## src/rtl/dct_pkg.sv

```systemverilog
// Shared DCT datapath constants used by DCT_Engine, its input sequencer and the output collector.
package dct_pkg;
  localparam int DCT_POINT = 16;
  localparam int M         = 23;
  localparam int E         = 8;
  localparam int W         = M + E + 1;
  localparam int IDX_W     = $clog2(DCT_POINT);
  localparam int FCNT_W    = 8;
endpackage

```

## src/rtl/dct_coeff_bank.sv

```systemverilog
// One frame of coefficient storage: single write port, asynchronous read port, no reset on contents.
module dct_coeff_bank #(
  parameter int N  = dct_pkg::DCT_POINT,
  parameter int W  = dct_pkg::W,
  parameter int AW = $clog2(N)
) (
  input  logic          clk,
  input  logic          we,
  input  logic [AW-1:0] waddr,
  input  logic [W-1:0]  wdata,
  input  logic [AW-1:0] raddr,
  output logic [W-1:0]  rdata
);

  logic [W-1:0] mem [N];

  always_ff @(posedge clk) begin
    if (we) mem[waddr] <= wdata;
  end

  assign rdata = mem[raddr];

endmodule

```

## src/rtl/dct_coeff_collector.sv

```systemverilog
// Collects the serial DCT coefficient stream into a 2-bank ping-pong store and replays each
// completed frame in index order on a valid/ready stream.
module dct_coeff_collector #(
  parameter int DCT_POINT = dct_pkg::DCT_POINT,
  parameter int M         = dct_pkg::M,
  parameter int E         = dct_pkg::E,
  parameter int W         = M + E + 1,
  parameter int IDX_W     = $clog2(DCT_POINT)
) (
  input  logic                      clk,
  input  logic                      reset,
  input  logic                      in_valid,
  input  logic                      in_sof,
  input  logic [W-1:0]              in_data,
  output logic                      in_ready,
  output logic                      out_valid,
  input  logic                      out_ready,
  output logic [W-1:0]              out_data,
  output logic [IDX_W-1:0]          out_idx,
  output logic                      out_last,
  input  logic                      clr_err,
  output logic                      overflow,
  output logic                      frame_err,
  output logic [dct_pkg::FCNT_W-1:0] frame_cnt
);

  localparam logic [IDX_W-1:0] LAST = IDX_W'(DCT_POINT - 1);

  logic             wr_bank, rd_bank;
  logic [IDX_W-1:0] wr_idx, rd_idx, waddr;
  logic [1:0]       bank_full, bank_full_nxt;
  logic             wr_acc, resync, wr_done, rd_acc, rd_done;
  logic [W-1:0]     rdata [2];

  // Handshakes: a word moves on a port only in a cycle where its valid and ready are both high;
  // ready never depends combinationally on the same port's valid.
  assign in_ready  = !bank_full[wr_bank];
  assign out_valid = bank_full[rd_bank];

  assign wr_acc  = in_valid && in_ready;
  // A start-of-frame mid-frame restarts the bank at index 0, discarding the partial frame.
  assign resync  = wr_acc && in_sof && (wr_idx != '0);
  assign waddr   = resync ? '0 : wr_idx;
  assign wr_done = wr_acc && (waddr == LAST);
  assign rd_acc  = out_valid && out_ready;
  assign rd_done = rd_acc && (rd_idx == LAST);

  for (genvar g = 0; g < 2; g++) begin : g_bank
    dct_coeff_bank #(.N(DCT_POINT), .W(W), .AW(IDX_W)) u_bank (
      .clk   (clk),
      .we    (wr_acc && (wr_bank == 1'(g))),
      .waddr (waddr),
      .wdata (in_data),
      .raddr (rd_idx),
      .rdata (rdata[g])
    );
  end

  assign out_data = rdata[rd_bank];
  assign out_idx  = rd_idx;
  assign out_last = (rd_idx == LAST);

  always_comb begin
    bank_full_nxt = bank_full;
    if (wr_done) bank_full_nxt[wr_bank] = 1'b1;
    if (rd_done) bank_full_nxt[rd_bank] = 1'b0;
  end

  always_ff @(posedge clk or negedge reset) begin
    if (!reset) begin
      wr_bank   <= 1'b0;
      rd_bank   <= 1'b0;
      wr_idx    <= '0;
      rd_idx    <= '0;
      bank_full <= 2'b00;
      overflow  <= 1'b0;
      frame_err <= 1'b0;
      frame_cnt <= '0;
    end else begin
      bank_full <= bank_full_nxt;
      if (wr_acc) begin
        if (wr_done) begin
          wr_idx    <= '0;
          wr_bank   <= ~wr_bank;
          frame_cnt <= frame_cnt + 1'b1;
        end else begin
          wr_idx <= waddr + 1'b1;
        end
      end
      if (rd_acc) begin
        if (rd_done) begin
          rd_idx  <= '0;
          rd_bank <= ~rd_bank;
        end else begin
          rd_idx <= rd_idx + 1'b1;
        end
      end
      if (clr_err) begin
        overflow  <= 1'b0;
        frame_err <= 1'b0;
      end else begin
        if (in_valid && !in_ready) overflow <= 1'b1;
        if (resync) frame_err <= 1'b1;
      end
    end
  end

endmodule

```

## config.mk

```make
export PLATFORM = sky130hd
export DESIGN_NAME = dct_coeff_collector
export DESIGN_NICKNAME = d
export VERILOG_FILES = /design/src/rtl/dct_pkg.sv /design/src/rtl/dct_coeff_bank.sv /design/src/rtl/dct_coeff_collector.sv
export SDC_FILE = /design/constraint.sdc
export NUM_CORES = 1
export LEC_CHECK = 0
export BUFFER_PORTS_ARGS = -buffer_cell sky130_fd_sc_hd__buf_2
export CAP_MARGIN = 40
export CORE_MARGIN = 2
export CORE_UTILIZATION = 56
export DETAILED_ROUTE_END_ITERATION = 6
export PLACE_DENSITY_LB_ADDON = 0.3
export SYNTH_ARGS = -nofsm -noshare
export SYNTH_HDL_FRONTEND = slang
export SYNTH_SLANG_ARGS = --single-unit
export TNS_END_PERCENT = 100
```

## constraint.sdc

```tcl
create_clock -name clk -period 3.1 [get_ports clk]
set_input_delay 0.31 -clock clk [delete_from_list [all_inputs] [get_ports clk]]
set_output_delay 0.31 -clock clk [all_outputs]
set_load 0.02 [all_outputs]
```

==> run_summary.xml <==
<?xml version="1.0" encoding="UTF-8"?>
<metrics>
  <group name="synth">
    <metric name="yosys_register_bits" unit="">1046</metric>
    <metric name="yosysSeqAreaShare" unit="%">76.4</metric>
    <metric name="synth_edf_count" unit="">1024</metric>
    <metric name="synth_cell_type_count" unit="">49</metric>
    <metric name="yosysWarningCount" unit="">0</metric>
    <metric name="prevailing_post_synth_register_cell" unit="">sky130_fd_sc_hd__edfxtp_1</metric>
    <metric name="syn-cell-area" unit="sq um">41000</metric>
    <metric name="synth_area_per_cell" unit="sq um">18.8</metric>
    <metric name="synthMostInstantiatedCell" unit="">sky130_fd_sc_hd__edfxtp_1</metric>
    <metric name="post_synthesis_cell_type_with_the_largest_combined_area" unit="">sky130_fd_sc_hd__edfxtp_1</metric>
    <metric name="asr_flop_ratio_synth" unit="%">2.10</metric>
    <metric name="netlist_top_cells_count" unit="">1024 x sky130_fd_sc_hd__edfxtp_1, 512 x sky130_fd_sc_hd__mux2i_1, 226 x sky130_fd_sc_hd__a22oi_1, 68 x sky130_fd_sc_hd__nor2_1, 66 x sky130_fd_sc_hd__nand4_1</metric>
    <metric name="synth_top_area_share" unit="%">75.1</metric>
    <metric name="post_synth_main_area_contributors" unit="">sky130_fd_sc_hd__edfxtp_1 75%, sky130_fd_sc_hd__mux2i_1 13%, sky130_fd_sc_hd__a22oi_1 4.1%, sky130_fd_sc_hd__dfrtp_1 1.3%, sky130_fd_sc_hd__nand4_1 1.0%</metric>
    <metric name="synthesis.nets" unit="">2228</metric>
    <metric name="syn-instance-count" unit="">2184</metric>
  </group>
  <group name="final_layout">
    <metric name="final-instance-count-excl-fill" unit="">3440</metric>
    <metric name="layout-drive-gt1-share" unit="%">19.3</metric>
    <metric name="antenna_cells_inserted" unit="">0</metric>
    <metric name="fin_nets" unit="">2441</metric>
    <metric name="final_util" unit="%">65.0</metric>
    <metric name="filler_cell_count" unit="">4701</metric>
    <metric name="area_growth_syn_to_layout" unit="%">15.4</metric>
  </group>
  <group name="sta">
    <metric name="fin_crit" unit="ns">3.08</metric>
    <metric name="worst_pin_slew" unit="ns">0.865</metric>
    <metric name="finalSetupViolCount" unit="">0</metric>
    <metric name="final_hold_viol_count" unit="">0</metric>
    <metric name="unrepaired_setup_endpoints_after_global_routing" unit="">true</metric>
    <metric name="max_transition_margin" unit="%">42.2</metric>
    <metric name="clock.fmax" unit="MHz">325</metric>
    <metric name="final.period_utilization" unit="%">99.2</metric>
    <metric name="post_route_skew" unit="ns">0.0193</metric>
    <metric name="maxSlewViolCount" unit="">0</metric>
  </group>
  <group name="clock_tree">
    <metric name="cts-htree-levels" unit="">3</metric>
    <metric name="cts_sinks" unit="">1046</metric>
    <metric name="root_buffer" unit="">sky130_fd_sc_hd__clkbuf_16</metric>
    <metric name="cts_buffer_depth" unit="">3</metric>
    <metric name="clock_transition_at_the_registers_of_the_reported_paths" unit="ns">0.06</metric>
    <metric name="clk-insertion-delay-late" unit="ns">0.66</metric>
    <metric name="clock_tree_from_tritoncts" unit="">yes</metric>
    <metric name="tritoncts.num_buffers" unit="">99</metric>
  </group>
  <group name="worst_hold_path">
    <metric name="holdPathStages" unit="">3</metric>
    <metric name="holdCritStartpoint" unit="">in_valid</metric>
    <metric name="holdCritPathClass" unit="">in -&gt; reg</metric>
    <metric name="holdPathEnd" unit="">overflow$_DFFE_PN0P_</metric>
  </group>
  <group name="power_and_ir_drop">
    <metric name="p_seq_share" unit="%">53.1</metric>
    <metric name="combinationalPowerShare" unit="%">6.9</metric>
    <metric name="report.power.total" unit="W">0.0298</metric>
    <metric name="p_leak" unit="nW">14.3</metric>
    <metric name="power.ir.vdd_worst" unit="uV">430</metric>
    <metric name="p_int" unit="W">0.0232</metric>
    <metric name="p_sw" unit="W">0.00653</metric>
    <metric name="share_clk_of_total_power" unit="%">40.0</metric>
    <metric name="sw_frac_of_total" unit="%">21.9</metric>
    <metric name="power_density" unit="nW/um^2">630</metric>
  </group>
  <group name="route">
    <metric name="postRouteAntennaNets" unit="">0</metric>
    <metric name="drt_wl_cell" unit="microns">28.6</metric>
    <metric name="totalWireLength" unit="mm">98.4</metric>
    <metric name="via_count" unit="">21500</metric>
    <metric name="vias_per_cell" unit="">6.25</metric>
    <metric name="firstDrtPassIters" unit="">6</metric>
    <metric name="detailedRoute.firstIterationViolations" unit="">2264</metric>
    <metric name="drc_errors" unit="">0</metric>
  </group>
  <group name="worst_setup_path">
    <metric name="worst_r2r_path_depth" unit="">9</metric>
    <metric name="cpPeakStageDelay" unit="ns">0.50</metric>
    <metric name="cp_max_fo" unit="">19</metric>
    <metric name="rr_endpoint" unit="">g_bank[0].u_bank.mem[11][13]$_DFFE_PP_</metric>
    <metric name="required" unit="ns">2.79</metric>
    <metric name="crit_path_cell_trace" unit="">buf_4 -&gt; buf_12 -&gt; buf_16 -&gt; mux2i_1 -&gt; a22oi_1 -&gt; nand4_1 -&gt; nor2_2 -&gt; buf_2</metric>
    <metric name="arrival" unit="ns">2.77</metric>
    <metric name="kind_of_cell_with_the_highest_combined_delay_on_the_critical_path" unit="">buffers and inverters</metric>
    <metric name="start_kind" unit="">flop</metric>
    <metric name="timing.critical_path.to_type" unit="">output pin</metric>
    <metric name="worst_path_max_delay_cell" unit="">sky130_fd_sc_hd__dfrtp_4</metric>
    <metric name="worst_path_class_setup" unit="">reg -&gt; out</metric>
    <metric name="worst-r2r-setup-slack" unit="ns">0.25</metric>
    <metric name="rr_startpoint" unit="">wr_bank$_DFFE_PN0P_</metric>
    <metric name="path_buf_inv" unit="">4</metric>
  </group>
  <group name="global_routing">
    <metric name="grt_antenna_before_repair" unit="">4</metric>
    <metric name="grtUsageTotal" unit="%">25.7</metric>
    <metric name="global_route.overflow_total" unit="">0</metric>
    <metric name="grt_pass1_wl" unit="mm">140</metric>
    <metric name="via_count_of_the_first_global_routing_pass" unit="">21500</metric>
    <metric name="grt_start_max_net_pins" unit="">48</metric>
  </group>
  <group name="floorplanning">
    <metric name="row_count" unit="">99</metric>
    <metric name="num_io_pins" unit="">87</metric>
    <metric name="die-area" unit="sq um">75300</metric>
    <metric name="die_h" unit="microns">274</metric>
    <metric name="initial_core_util" unit="%">56.3</metric>
    <metric name="die_width" unit="microns">274</metric>
    <metric name="fp.coreArea" unit="sq um">72700</metric>
  </group>
  <group name="run">
    <metric name="drv.max_cap_violation_count" unit="">0</metric>
  </group>
  <group name="placement">
    <metric name="portBuffers" unit="">86</metric>
    <metric name="gp_congestion" unit="">0.804</metric>
    <metric name="dp_hpwl" unit="mm">55.4</metric>
    <metric name="dp_cells" unit="">3215</metric>
  </group>
  <group name="outcome">
    <metric name="outcome" unit="">completed</metric>
  </group>
</metrics>
## worst register-to-register path, stage by stage (launching register included)
cell                      delay [ns]
sky130_fd_sc_hd__dfrtp_1        0.42
sky130_fd_sc_hd__mux2_4         0.27
sky130_fd_sc_hd__inv_2          0.06
sky130_fd_sc_hd__nand3_1        0.16
sky130_fd_sc_hd__nand2_1        0.14
sky130_fd_sc_hd__inv_1          0.11
sky130_fd_sc_hd__ha_1           0.35
sky130_fd_sc_hd__nand3_1        0.44
sky130_fd_sc_hd__nor2_4         0.27
sky130_fd_sc_hd__buf_4          0.30
## sequential cells by signal, summed over array words and instances (netlist names)
| signal | flops |
|---|---|
| wr_idx | 4 |
| rd_bank | 1 |
| frame_err | 1 |
| overflow | 1 |
| wr_bank | 1 |
| out_idx | 4 |
| frame_cnt | 8 |
| g_bank.u_bank.mem | 1024 |
| bank_full | 2 |
## power groups by stage
stage                     combinational (W)  sequential (W)  clock, W
after global placement              0.00190          0.0161         0
after floorplan                     0.00105          0.0161         0
after detailed placement            0.00193          0.0161         0
after global routing                0.00218          0.0158    0.0126
final                               0.00205          0.0158    0.0119
after CTS                           0.00198          0.0158    0.0121
## timing repair
| action | in CTS | in global routing |
|---|---|---|
| setup buffers | 11 | 13 |
| hold buffers | 5 | 0 |
| setup endpoints to repair | 32 | 27 |
| gates cloned | 3 | 8 |
| endpoints found under the hold margin | 28 | 0 |
| pin swaps | 7 | 6 |
| gates resized for setup | 24 | 13 |
## logic make-up after synthesis
| group | after synthesis | synth area share (%) |
|---|---|---|
| fa+ha+maj | 6 | 0.183 |
| xor+xnor | 8 | 0.171 |
| compound gates | 279 | 5.39 |
| buf+inv | 133 | 2.40 |
| mux | 516 | 12.6 |
| flops | 1046 | 76.4 |
| simple gates | 196 | 2.80 |
## per-stage QoR
step | area, sq um | setup TNS (ns) | hold slack, ns | worst slack (ns)
floorplan | 41000 | -110.04 | 0.0144 | -0.231
global placement | 43400 | 0 | 0.299 | 0.386
detailed placement | 43400 | 0 | 0.311 | 0.314
CTS | 46900 | -0.445 | 0.0672 | -0.0695
global route | 47300 | -0.0430 | 0.109 | -0.0192
finish | 47300 | 0 | 0.109 | 0.0241
## cells in the final DEF (no fill, tap or decap), types with 4 or more instances in the layout
master and n:
sky130_fd_sc_hd__clkbuf_16 110, sky130_fd_sc_hd__buf_12 40, sky130_fd_sc_hd__nor2_1 31, sky130_fd_sc_hd__clkinv_2 20, sky130_fd_sc_hd__and4b_4 4, sky130_fd_sc_hd__a21oi_1 7, sky130_fd_sc_hd__ha_1 6, sky130_fd_sc_hd__nand4_1 66
sky130_fd_sc_hd__mux2i_1 512, sky130_fd_sc_hd__dfrtp_1 17, sky130_fd_sc_hd__and4bb_2 4, sky130_fd_sc_hd__clkinv_1 22, sky130_fd_sc_hd__nor2_4 32, sky130_fd_sc_hd__dlygate4sd3_1 5, sky130_fd_sc_hd__nand2_1 16, sky130_fd_sc_hd__xnor2_1 5
sky130_fd_sc_hd__nor4b_4 4, sky130_fd_sc_hd__o21ai_1 4, sky130_fd_sc_hd__bufinv_16 9, sky130_fd_sc_hd__buf_16 10, sky130_fd_sc_hd__nand3_1 15, sky130_fd_sc_hd__clkinvlp_4 6, sky130_fd_sc_hd__buf_4 85, sky130_fd_sc_hd__nor2_2 5
sky130_fd_sc_hd__clkbuf_1 22, sky130_fd_sc_hd__a22oi_1 221, sky130_fd_sc_hd__a22oi_2 35, sky130_fd_sc_hd__edfxtp_1 1024, sky130_fd_sc_hd__buf_2 86
## per-layer routing
metal | GRT usage [%] | routed length, microns | vias to the layer above
met1 | 33.7 | 38100 | 11100
met5 | 0 | 24 | -
met3 | 5.04 | 7940 | 172
met2 | 42.8 | 49100 | 943
met4 | 9.70 | 3220 | 4
li1 | - | - | 9318
## worst max-delay path by stage
stage                      startpoint                                      to  slack (ns)  depth (start not counted)
2_1_floorplan     wr_bank$_DFFE_PN0P_    g_bank[0].u_bank.mem[7][0]$_DFFE_PP_       -0.23                          9
3_3_place_gp      wr_bank$_DFFE_PN0P_  g_bank[1].u_bank.mem[14][31]$_DFFE_PP_        0.39                          8
3_5_place_dp      wr_bank$_DFFE_PN0P_  g_bank[0].u_bank.mem[11][14]$_DFFE_PP_        0.31                          9
4_1_cts        out_idx[1]$_DFFE_PN0P_                            out_data[12]       -0.07                          7
5_1_grt        out_idx[1]$_DFFE_PN0P_                            out_data[30]       -0.02                          8
6_report       out_idx[1]$_DFFE_PN0P_                            out_data[12]        0.02                          8
## final cells by class
type	count	area [sq um]	share of cell area, %
Sequential cell	1046	31300	66.3
Multi-Input combinational cell	1007	9040	19.1
Inverter	5	18.8	0.0397
Timing Repair Buffer	238	2470	5.23
Clock buffer	125	2660	5.63
Tap cell	959	1200	2.54
Clock inverter	60	551	1.17
Power figures use the tool's default switching activity.
